==> src/rtl/mc_ctrl_pkg.sv <==
// Shared encodings for the multi-cycle control FSM: states, ALUOp codes,
// RV32I opcodes and the pc_sel / wd_sel / imm_sel selector values.
package mc_ctrl_pkg;

   typedef enum logic [2:0] {
      ST_IDLE   = 3'd0,
      ST_FETCH  = 3'd1,
      ST_DECODE = 3'd2,
      ST_EXEC   = 3'd3,
      ST_MEM    = 3'd4,
      ST_WB     = 3'd5,
      ST_TRAP   = 3'd6
   } state_e;

   localparam logic [4:0] ALU_NOP   = 5'd0;
   localparam logic [4:0] ALU_LUI   = 5'd1;
   localparam logic [4:0] ALU_AUIPC = 5'd2;
   localparam logic [4:0] ALU_ADD   = 5'd3;
   localparam logic [4:0] ALU_SUB   = 5'd4;
   localparam logic [4:0] ALU_BNE   = 5'd5;
   localparam logic [4:0] ALU_BLT   = 5'd6;
   localparam logic [4:0] ALU_BGE   = 5'd7;
   localparam logic [4:0] ALU_BLTU  = 5'd8;
   localparam logic [4:0] ALU_BGEU  = 5'd9;
   localparam logic [4:0] ALU_SLT   = 5'd10;
   localparam logic [4:0] ALU_SLTU  = 5'd11;
   localparam logic [4:0] ALU_XOR   = 5'd12;
   localparam logic [4:0] ALU_OR    = 5'd13;
   localparam logic [4:0] ALU_AND   = 5'd14;
   localparam logic [4:0] ALU_SLL   = 5'd15;
   localparam logic [4:0] ALU_SRL   = 5'd16;
   localparam logic [4:0] ALU_SRA   = 5'd17;

   localparam logic [6:0] OPC_R      = 7'b0110011;
   localparam logic [6:0] OPC_IMM    = 7'b0010011;
   localparam logic [6:0] OPC_LOAD   = 7'b0000011;
   localparam logic [6:0] OPC_STORE  = 7'b0100011;
   localparam logic [6:0] OPC_BRANCH = 7'b1100011;
   localparam logic [6:0] OPC_LUI    = 7'b0110111;
   localparam logic [6:0] OPC_AUIPC  = 7'b0010111;
   localparam logic [6:0] OPC_JAL    = 7'b1101111;
   localparam logic [6:0] OPC_JALR   = 7'b1100111;

   localparam logic [6:0] F7_BASE = 7'b0000000;
   localparam logic [6:0] F7_ALT  = 7'b0100000;

   localparam logic [1:0] PC_PLUS4 = 2'd0;
   localparam logic [1:0] PC_IMM   = 2'd1;
   localparam logic [1:0] PC_ALU   = 2'd2;

   localparam logic [1:0] WD_ALU = 2'd0;
   localparam logic [1:0] WD_MEM = 2'd1;
   localparam logic [1:0] WD_PC4 = 2'd2;

   localparam logic [2:0] IMM_I = 3'd0;
   localparam logic [2:0] IMM_S = 3'd1;
   localparam logic [2:0] IMM_B = 3'd2;
   localparam logic [2:0] IMM_U = 3'd3;
   localparam logic [2:0] IMM_J = 3'd4;

endpackage

==> src/rtl/mc_ctrl_alu_dec.sv <==
// Combinational instruction-field decoder: maps (opcode, funct3, funct7)
// to ALUOp, immediate format, ALU B-operand select and a legality flag.
module mc_alu_dec
   import mc_ctrl_pkg::*;
#(
   parameter int IMM_SEL_W = 3
)(
   input  logic [6:0]           opcode,
   input  logic [2:0]           funct3,
   input  logic [6:0]           funct7,
   output logic [4:0]           alu_op,
   output logic [IMM_SEL_W-1:0] imm_sel,
   output logic                 alu_src_b,
   output logic                 legal
);

   logic [2:0] imm_code_s;

   // decode table; anything not listed stays illegal
   always_comb begin
      alu_op     = ALU_NOP;
      imm_code_s = IMM_I;
      alu_src_b  = 1'b0;
      legal      = 1'b0;
      case (opcode)
         OPC_R: begin
            legal = 1'b1;
            case ({funct7, funct3})
               {F7_BASE, 3'b000}: alu_op = ALU_ADD;
               {F7_ALT,  3'b000}: alu_op = ALU_SUB;
               {F7_BASE, 3'b001}: alu_op = ALU_SLL;
               {F7_BASE, 3'b010}: alu_op = ALU_SLT;
               {F7_BASE, 3'b011}: alu_op = ALU_SLTU;
               {F7_BASE, 3'b100}: alu_op = ALU_XOR;
               {F7_BASE, 3'b101}: alu_op = ALU_SRL;
               {F7_ALT,  3'b101}: alu_op = ALU_SRA;
               {F7_BASE, 3'b110}: alu_op = ALU_OR;
               {F7_BASE, 3'b111}: alu_op = ALU_AND;
               default:           legal  = 1'b0;
            endcase
         end
         OPC_IMM: begin
            legal     = 1'b1;
            alu_src_b = 1'b1;
            case (funct3)
               3'b000: alu_op = ALU_ADD;
               3'b010: alu_op = ALU_SLT;
               3'b011: alu_op = ALU_SLTU;
               3'b100: alu_op = ALU_XOR;
               3'b110: alu_op = ALU_OR;
               3'b111: alu_op = ALU_AND;
               3'b001: begin
                  alu_op = ALU_SLL;
                  if (funct7 == F7_BASE) legal = 1'b1;
                  else                   legal = 1'b0;
               end
               3'b101: begin
                  if (funct7 == F7_BASE)     alu_op = ALU_SRL;
                  else if (funct7 == F7_ALT) alu_op = ALU_SRA;
                  else                       legal  = 1'b0;
               end
               default: legal = 1'b0;
            endcase
         end
         OPC_LOAD: begin
            alu_op    = ALU_ADD;
            alu_src_b = 1'b1;
            legal     = (funct3 != 3'b011) && (funct3 != 3'b110) && (funct3 != 3'b111);
         end
         OPC_STORE: begin
            alu_op     = ALU_ADD;
            alu_src_b  = 1'b1;
            imm_code_s = IMM_S;
            legal      = (funct3 <= 3'b010);
         end
         OPC_BRANCH: begin
            imm_code_s = IMM_B;
            legal      = 1'b1;
            case (funct3)
               3'b000:  alu_op = ALU_SUB;
               3'b001:  alu_op = ALU_BNE;
               3'b100:  alu_op = ALU_BLT;
               3'b101:  alu_op = ALU_BGE;
               3'b110:  alu_op = ALU_BLTU;
               3'b111:  alu_op = ALU_BGEU;
               default: legal  = 1'b0;
            endcase
         end
         OPC_LUI: begin
            alu_op     = ALU_LUI;
            alu_src_b  = 1'b1;
            imm_code_s = IMM_U;
            legal      = 1'b1;
         end
         OPC_AUIPC: begin
            alu_op     = ALU_AUIPC;
            alu_src_b  = 1'b1;
            imm_code_s = IMM_U;
            legal      = 1'b1;
         end
         OPC_JAL: begin
            imm_code_s = IMM_J;
            legal      = 1'b1;
         end
         OPC_JALR: begin
            alu_op    = ALU_ADD;
            alu_src_b = 1'b1;
            legal     = (funct3 == 3'b000);
         end
         default: legal = 1'b0;
      endcase
   end

   assign imm_sel = IMM_SEL_W'(imm_code_s);

endmodule

==> src/rtl/mc_ctrl.sv <==
// Multi-cycle control FSM: sequences FETCH/DECODE/EXEC/MEM/WB, runs the
// imem/dmem req/ack handshakes and drives the datapath enables and selects.
module mc_ctrl
   import mc_ctrl_pkg::*;
#(
   parameter int IMM_SEL_W = 3
)(
   input  logic                 clk,
   input  logic                 rstn,
   input  logic [31:0]          instr,
   input  logic                 imem_ack,
   input  logic                 dmem_ack,
   input  logic                 Zero,
   output logic                 imem_req,
   output logic                 dmem_req,
   output logic                 dmem_we,
   output logic                 ir_we,
   output logic                 pc_we,
   output logic [1:0]           pc_sel,
   output logic                 rf_we,
   output logic [1:0]           wd_sel,
   output logic                 alu_src_b,
   output logic [4:0]           alu_op,
   output logic [IMM_SEL_W-1:0] imm_sel,
   output logic                 illegal,
   output logic [2:0]           state
);

   state_e                 state_r, state_next_s;
   logic [6:0]             opcode_r;
   logic [2:0]             funct3_r;
   logic [6:0]             funct7_r;
   logic [4:0]             dec_alu_op_s;
   logic [IMM_SEL_W-1:0]   dec_imm_sel_s;
   logic                   dec_src_b_s;
   logic                   dec_legal_s;
   logic                   is_load_s, is_store_s, is_branch_s, is_jal_s, is_jalr_s;
   logic                   unused_s;

   mc_alu_dec #(.IMM_SEL_W(IMM_SEL_W)) u_dec (
      .opcode    (opcode_r),
      .funct3    (funct3_r),
      .funct7    (funct7_r),
      .alu_op    (dec_alu_op_s),
      .imm_sel   (dec_imm_sel_s),
      .alu_src_b (dec_src_b_s),
      .legal     (dec_legal_s)
   );

   assign is_load_s   = (opcode_r == OPC_LOAD);
   assign is_store_s  = (opcode_r == OPC_STORE);
   assign is_branch_s = (opcode_r == OPC_BRANCH);
   assign is_jal_s    = (opcode_r == OPC_JAL);
   assign is_jalr_s   = (opcode_r == OPC_JALR);
   assign unused_s    = ^{instr[24:15], instr[11:7]};
   assign state       = state_r;

   // state register and instruction-field latch (loaded only on the fetch ack)
   always_ff @(posedge clk or negedge rstn) begin
      if (!rstn) begin
         state_r  <= ST_IDLE;
         opcode_r <= 7'd0;
         funct3_r <= 3'd0;
         funct7_r <= 7'd0;
      end else begin
         state_r <= state_next_s;
         if (ir_we) begin
            opcode_r <= instr[6:0];
            funct3_r <= instr[14:12];
            funct7_r <= instr[31:25];
         end
      end
   end

   // next state and outputs; ALU controls stay driven from EXEC through WB
   // so the ALU result is still valid when it is written back
   always_comb begin
      state_next_s = state_r;
      imem_req     = 1'b0;
      dmem_req     = 1'b0;
      dmem_we      = 1'b0;
      ir_we        = 1'b0;
      pc_we        = 1'b0;
      pc_sel       = PC_PLUS4;
      rf_we        = 1'b0;
      wd_sel       = WD_ALU;
      alu_src_b    = 1'b0;
      alu_op       = ALU_NOP;
      imm_sel      = {IMM_SEL_W{1'b0}};
      illegal      = 1'b0;
      case (state_r)
         ST_IDLE: state_next_s = ST_FETCH;
         ST_FETCH: begin
            imem_req = 1'b1;
            if (imem_ack) begin
               ir_we        = 1'b1;
               state_next_s = ST_DECODE;
            end else begin
               state_next_s = ST_FETCH;
            end
         end
         ST_DECODE: begin
            if (dec_legal_s) state_next_s = ST_EXEC;
            else             state_next_s = ST_TRAP;
         end
         ST_EXEC: begin
            alu_op    = dec_alu_op_s;
            alu_src_b = dec_src_b_s;
            imm_sel   = dec_imm_sel_s;
            if (is_branch_s) begin
               pc_we        = 1'b1;
               pc_sel       = Zero ? PC_IMM : PC_PLUS4;
               state_next_s = ST_FETCH;
            end else if (is_load_s || is_store_s) begin
               state_next_s = ST_MEM;
            end else begin
               state_next_s = ST_WB;
            end
         end
         ST_MEM: begin
            alu_op    = dec_alu_op_s;
            alu_src_b = dec_src_b_s;
            imm_sel   = dec_imm_sel_s;
            dmem_req  = 1'b1;
            dmem_we   = is_store_s;
            if (dmem_ack && is_store_s) begin
               pc_we        = 1'b1;
               state_next_s = ST_FETCH;
            end else if (dmem_ack) begin
               state_next_s = ST_WB;
            end else begin
               state_next_s = ST_MEM;
            end
         end
         ST_WB: begin
            alu_op       = dec_alu_op_s;
            alu_src_b    = dec_src_b_s;
            imm_sel      = dec_imm_sel_s;
            rf_we        = 1'b1;
            pc_we        = 1'b1;
            state_next_s = ST_FETCH;
            if (is_load_s) begin
               wd_sel = WD_MEM;
            end else if (is_jal_s) begin
               wd_sel = WD_PC4;
               pc_sel = PC_IMM;
            end else if (is_jalr_s) begin
               wd_sel = WD_PC4;
               pc_sel = PC_ALU;
            end else begin
               wd_sel = WD_ALU;
            end
         end
         ST_TRAP: begin
            illegal      = 1'b1;
            state_next_s = ST_TRAP;
         end
         default: state_next_s = ST_IDLE;
      endcase
   end

endmodule
==> config.mk <==
export PLATFORM = sky130hd
export DESIGN_NAME = mc_ctrl
export DESIGN_NICKNAME = d
export VERILOG_FILES = /design/src/rtl/mc_ctrl_pkg.sv /design/src/rtl/mc_ctrl_alu_dec.sv /design/src/rtl/mc_ctrl.sv
export SDC_FILE = /design/constraint.sdc
export NUM_CORES = 1
export LEC_CHECK = 0
export CORE_ASPECT_RATIO = 1.75
export CORE_MARGIN = 2
export CORE_UTILIZATION = 45
export DETAILED_ROUTE_END_ITERATION = 8
export GPL_ROUTABILITY_DRIVEN = 0
export PLACE_DENSITY = 0.8
export RECOVER_POWER = 100
export SKIP_CTS_REPAIR_TIMING = 1
export SLEW_MARGIN = 20
export SYNTH_ARGS = -nofsm -noshare
export SYNTH_HDL_FRONTEND = slang
export SYNTH_SLANG_ARGS = --single-unit
==> constraint.sdc <==
create_clock -name clk -period 2.71 [get_ports clk]
set_input_delay 0.542 -clock clk [delete_from_list [all_inputs] [get_ports clk]]
set_output_delay 0.542 -clock clk [all_outputs]
set_load 0.02 [all_outputs]
==> impl_metrics.yaml, run 1 <==
status:
  outcome: "complete, no violations"
power:
  pwr-share-seq: 0.272
  internal_power_mw: 1.24
  switching_share: 0.434
  power_frac_comb: 0.628
  p_switching_uw: 953
  vdd_ir_drop_max_uv: 691
  p_leak_nw: 0.857
  clkPwrFrac: 0.100
  pwr_density_cell_mw_per_mm2: 1050
  total_power_mw: 2.20
global_route:
  gr-total-overflow: 0
  grt_max_degree: 23
  grt_first_pass_wirelength_um: 6130
  grt-busiest-layer: "met2"
  grtUsageTotal: 0.218
  met1_usage: 0.277
  antenna_found_initial: 0
  use_met2: 0.368
  grtUsageMet3: 0.0226
  grt_pass1_vias: 1426
routing:
  drc: 0
  dr.pass1.iters: 4
  vias: 1515
  avgViaCountPerCell: 5.41
  drt-initial-drc-count: 51
  ant_nets: 0
  detail_route.wl_per_cell_um: 13.4
  drt-total-wl_um: 3740
critical_path:
  critical_path_class: "reg2out"
  crit_required_ns: 2.17
  cp-start-kind: "register"
  arrival_ns: 2.06
  cp_max_fo: 6
  end_kind: "output port"
finish:
  nets: 275
  layout-drive-gt1-share: 0.190
  final_common_cell: "clkdlybuf4s50_1"
  fillers: 278
  mostFrequentLayoutCells: "25 x clkdlybuf4s50_1, 22 x buf_4, 20 x nor2_1, 20 x dfrtp_1, 17 x nand2_1"
  area_delta_synth_final_pct: 42.6
  fin_cells: 280
  diodes: 0
  fin_area_sq_mm: 0.00210
sta:
  finalHoldViolations: 0
  min_period_ns: 2.60
  skew_ns: 0.00226
  tightest_slew_ns: 1.01
  final-setup-viol-count: 0
  max_freq_mhz: 385
  slew_viol_final: 0
  relSlewSlack: 0.326
  rsz0062_at_grt: "false"
  finalCritPeriodShare: 0.960
synthesis:
  synth_cells: 176
  async_flop_share: 1.00
  syn_area_per_cell_sq_um: 8.35
  yosysTopAreaCell: "dfrtp_1"
  netlist.area_leader.share: 0.340
  yosys_register_bits: 20
  synth_nets: 213
  synth_area_leaders: "dfrtp_1 34%, mux2_2 10%, nor2_1 5.1%"
  syn_area_sq_mm: 0.00147
  synth_edf_count: 0
  ys_warn_count: 0
  yosys_most_used_dff: "dfrtp_1"
  yosysSeqAreaShare: 0.340
  yosys.cell_types.count: 46
cts:
  cts_sinks: 20
  clkTransAtPathRegs_ns: 0.07
  cts.htree.levels: 1
  cts_buffers: 3
  cts_root_buf: "clkbuf_8"
  cts_tree: "built"
  clkLatencyLatePin_ns: 0.26
  cts_buffer_depth: 2
floorplan:
  die_width_um: 47.2
  die_y_um: 79.6
  core_area_sq_mm: 0.00314
  rows: 27
  die_area_sq_mm: 0.00376
  start_util: 0.468
  ioPinCount: 60
flow_run:
  maxCapViolations: 0
place:
  dp_cells: 274
  hpwl_um: 2970
  io_buffer_count: 44
  post_dp_cell_area_sq_mm: 0.00207
hold_path:
  hp-class: "reg2reg"
[worst max-delay path, stage by stage, from the launching register on]
cell	delay, ns
dfrtp_1	0.47
buf_4	0.20
and3b_1	0.27
nand2_1	0.12
nor2_1	0.14
clkdlybuf4s50_1	0.61
[worst paths after layout]
path                       depth (start not counted)           to  slack (ns)        start
max reg2reg                                        4  funct3_r[0]        0.53     state[2]
min in group asynchronous                          2  funct3_r[1]        0.97         rstn
max                                                5    pc_sel[1]        0.11  opcode_r[4]
min                                                1  funct7_r[3]        0.49  funct7_r[3]
max in group asynchronous                          2  opcode_r[1]        1.13         rstn
min reg2reg                                        1  funct7_r[3]        0.49  funct7_r[3]
[logic make-up after synthesis]
family / Yosys count / synth area share
simple gates: 80 / 0.283
mux: 15 / 0.115
flops: 20 / 0.340
compound gates: 41 / 0.182
buf+inv: 16 / 0.0553
xor+xnor: 4 / 0.0238
[synth_stat cells, drive strengths merged (3+ instances only)]
cell and number:
nand2 18, buf 9, nor2 20, nand3 7, a31oi 5, nand2b 8, nor3b 3, nor3 9
o21ai 9, dfrtp 20, a22oi 4, a21oi 8, inv 5, mux2 15
[power by group through the flow]
stage	Sequential, mW	Combinational [mW]	Clock [mW]
CTS	0.594	1.39	0.226
detailed placement	0.600	1.38	0
finish	0.598	1.38	0.219
global route	0.625	1.52	0.235
floorplan	0.592	0.893	0
global placement	0.592	1.35	0
[final cells by class]
cell class                 instances  area (sq um)  share of cell area
multi-input combinational        140           910               0.434
sequential                        20           500               0.239
clock buffer                       4          55.1              0.0263
inverter                           5          18.8             0.00895
timing repair buffer              68           559               0.267
tap                               43          53.8              0.0257
[state kept, by name, summed over array words and instances (netlist names)]
register	count
funct3_r	3
funct7_r	7
opcode_r	7
state	3
[stage by stage]
stage / setup TNS (ns) / utilization / worst slack, ns / hold slack, ns
floorplan: 0 / - / 0.339 / 0.246
global placement: 0 / 0.658 / 0.0704 / 0.470
detailed placement: 0 / 0.658 / 0.0673 / 0.484
CTS: -0.851 / 0.675 / -0.213 / 0.500
global route: 0 / 0.667 / 0.00230 / 0.539
finish: 0 / 0.667 / 0.110 / 0.489
[metal layers]
layer  vias to the layer above  part of all wire
li1                        762                 -
met1                       703              0.40
met2                        48              0.55
met3                         2             0.043
met4                         0            0.0078
met5                         -                 0
Power figures use the tool's default switching activity.
==> run 2, diff against run 1 <==
--- a/config.mk
+++ b/config.mk
@@ -13,7 +13,6 @@
 export PLACE_DENSITY = 0.8
 export RECOVER_POWER = 100
 export SKIP_CTS_REPAIR_TIMING = 1
-export SLEW_MARGIN = 20
 export SYNTH_ARGS = -nofsm -noshare
 export SYNTH_HDL_FRONTEND = slang
 export SYNTH_SLANG_ARGS = --single-unit
==> results of run 2 <==
Final layout, timing and power as in run 1 (identical DEF).
==> run 3, diff against run 2 <==
--- a/config.mk
+++ b/config.mk
@@ -5,7 +5,6 @@
 export SDC_FILE = /design/constraint.sdc
 export NUM_CORES = 1
 export LEC_CHECK = 0
-export CORE_ASPECT_RATIO = 1.75
 export CORE_MARGIN = 2
 export CORE_UTILIZATION = 45
 export DETAILED_ROUTE_END_ITERATION = 8
==> constraint.sdc (replaced) <==
create_clock -name clk -period 3.2 [get_ports clk]
set_input_delay 0.64 -clock clk [delete_from_list [all_inputs] [get_ports clk]]
set_output_delay 0.64 -clock clk [all_outputs]
set_load 0.02 [all_outputs]
==> run 3 against run 2 <==
Compared with the run above: first-iteration DRC count rose by 150%; hold slack improved by 0.016 ns; combinational power fell by 31%; critical path depth rose by 1; wire length rose by 2.1%; sequential cell count did not move; register-to-register slack improved by 0.48 ns; count of clock-buffer cells in the layout fell by 1; die area fell by 0.48%; sequential power fell by 1%; via count fell by 1.3%; final cell count fell by 6.8%; largest cell class unchanged; largest power group unchanged.
==> impl_metrics.yaml, run 3 (synthesis gave the netlist of run 1 again) <==
sta:
  rsz0062_at_grt: "false"
  max_freq_mhz: 325
  slew_viol_final: 0
  final-setup-viol-count: 0
  tightest_slew_ns: 0.991
  skew_ns: 0.00216
  totalNegativeSetupSlack_ns: 0
  min_period_ns: 3.07
  finalHoldViolations: 0
  finalCritPeriodShare: 0.960
  relSlewSlack: 0.339
  setup_ws_ns: 0.127
critical_path:
  end_kind: "output port"
  cp-start-kind: "register"
  max_stage_delay_ns: 0.63
  critical_path_class: "reg2out"
  path_cells: "buf_4 > nand4bb_1 > nor3_1 > a31oi_1 > o22ai_1 > clkdlybuf4s50_1"
  cp_max_fo: 19
  crit_required_ns: 2.56
  crit_family: "buffers and inverters"
  cp_slowest_cell: "clkdlybuf4s50_1"
  arrival_ns: 2.43
  crit_buf_inv: 2
routing:
  ant_nets: 0
  detail_route.wl_per_cell_um: 14.6
  drc: 0
  drt-total-wl_um: 3820
  drt-initial-drc-count: 126
  vias: 1496
  dr.pass1.iters: 4
  avgViaCountPerCell: 5.73
cts:
  cts_buffer_depth: 2
  clkLatencyLatePin_ns: 0.29
  cts_tree: "built"
  cts_buffers: 3
  cts_root_buf: "clkbuf_4"
  cts_sinks: 20
  cts.htree.levels: 1
  clkTransAtPathRegs_ns: 0.10
global_route:
  grt_first_pass_wirelength_um: 6030
  antenna_found_initial: 0
  gr-total-overflow: 0
  grtUsageTotal: 0.211
  grt_max_degree: 23
  grt_pass1_vias: 1375
power:
  vdd_ir_drop_max_uv: 403
  pwr_density_cell_mw_per_mm2: 846
  p_leak_nw: 0.779
  total_power_mw: 1.65
place:
  dp_slack_ns: 0.328
  hpwl_um: 2840
  io_buffer_count: 44
finish:
  multi_input_area_sq_um: 891
  diodes: 0
  nets: 256
  regArea_sq_um: 504
  utilization: 0.635
  final_common_cell: "clkdlybuf4s50_1"
  mostFrequentLayoutCells: "23 x clkdlybuf4s50_1, 20 x nor2_1, 19 x dlygate4sd3_1"
  largest_registers: "funct7_r: 7 flops, opcode_r: 7 flops"
  layout-drive-gt1-share: 0.124
  area_delta_synth_final_pct: 32.9
  fillers: 263
floorplan:
  die_area_sq_mm: 0.00374
  die_y_um: 61.2
  rows: 20
  ioPinCount: 60
  start_util: 0.478
  core_area_sq_mm: 0.00308
  die_width_um: 61.2
status:
  outcome: "complete, no violations"
flow_run:
  maxCapViolations: 0
hold_path:
  hp-class: "reg2reg"
## run 3: path summary, 6_finish.rpt
path	start	end	slack, ns	cells after the start
max	opcode_r[2]	pc_we	0.13	6
min	funct7_r[3]	funct7_r[3]	0.51	1
max reg2reg	state[0]	funct7_r[5]	1.01	4
min reg2reg	funct7_r[3]	funct7_r[3]	0.51	1
max in group asynchronous	rstn	opcode_r[4]	1.67	1
min in group asynchronous	rstn	funct3_r[1]	0.92	1
## run 3: final cells by class
cell class                 count  share of cell area
timing repair buffer          49               0.236
sequential                    20               0.258
inverter                       5             0.00961
tap                           44              0.0282
clock buffer                   3              0.0115
multi-input combinational    140               0.456
## run 3: metrics by stage
| step | cell area [sq um] | hold WS (ns) | cells |
|---|---|---|---|
| 2_1_floorplan | 1470 | 0.344 | 176 |
| 3_3_place_gp | 1940 | 0.474 | 258 |
| 3_5_place_dp | 1940 | 0.487 | 258 |
| 4_1_cts | 1960 | 0.510 | 261 |
| 5_1_grt | 1950 | 0.542 | 261 |
| 6_report | 1950 | 0.505 | 261 |
## run 3: report_power, final
group / switching, mW / internal [mW] / total, mW
Combinational: 0.501 / 0.448 / 0.949
Clock: 0.0689 / 0.0437 / 0.113
Sequential: 0.209 / 0.382 / 0.590
Total: 0.778 / 0.874 / 1.65
## run 3: routing by layer
metal / wire length [um] / track usage
met2: 1860 / 0.330
met3: 245 / 0.00630
met4: 46 / 0.0932
met5: 0 / 0
met1: 1670 / 0.306
## run 3: worst reg2reg max path, delay by kind of cell (launching register included)
family        cells  cell delay [ns]
flops             1             0.49
mux               1             0.42
buf+inv           1             0.74
simple gates      2             0.43
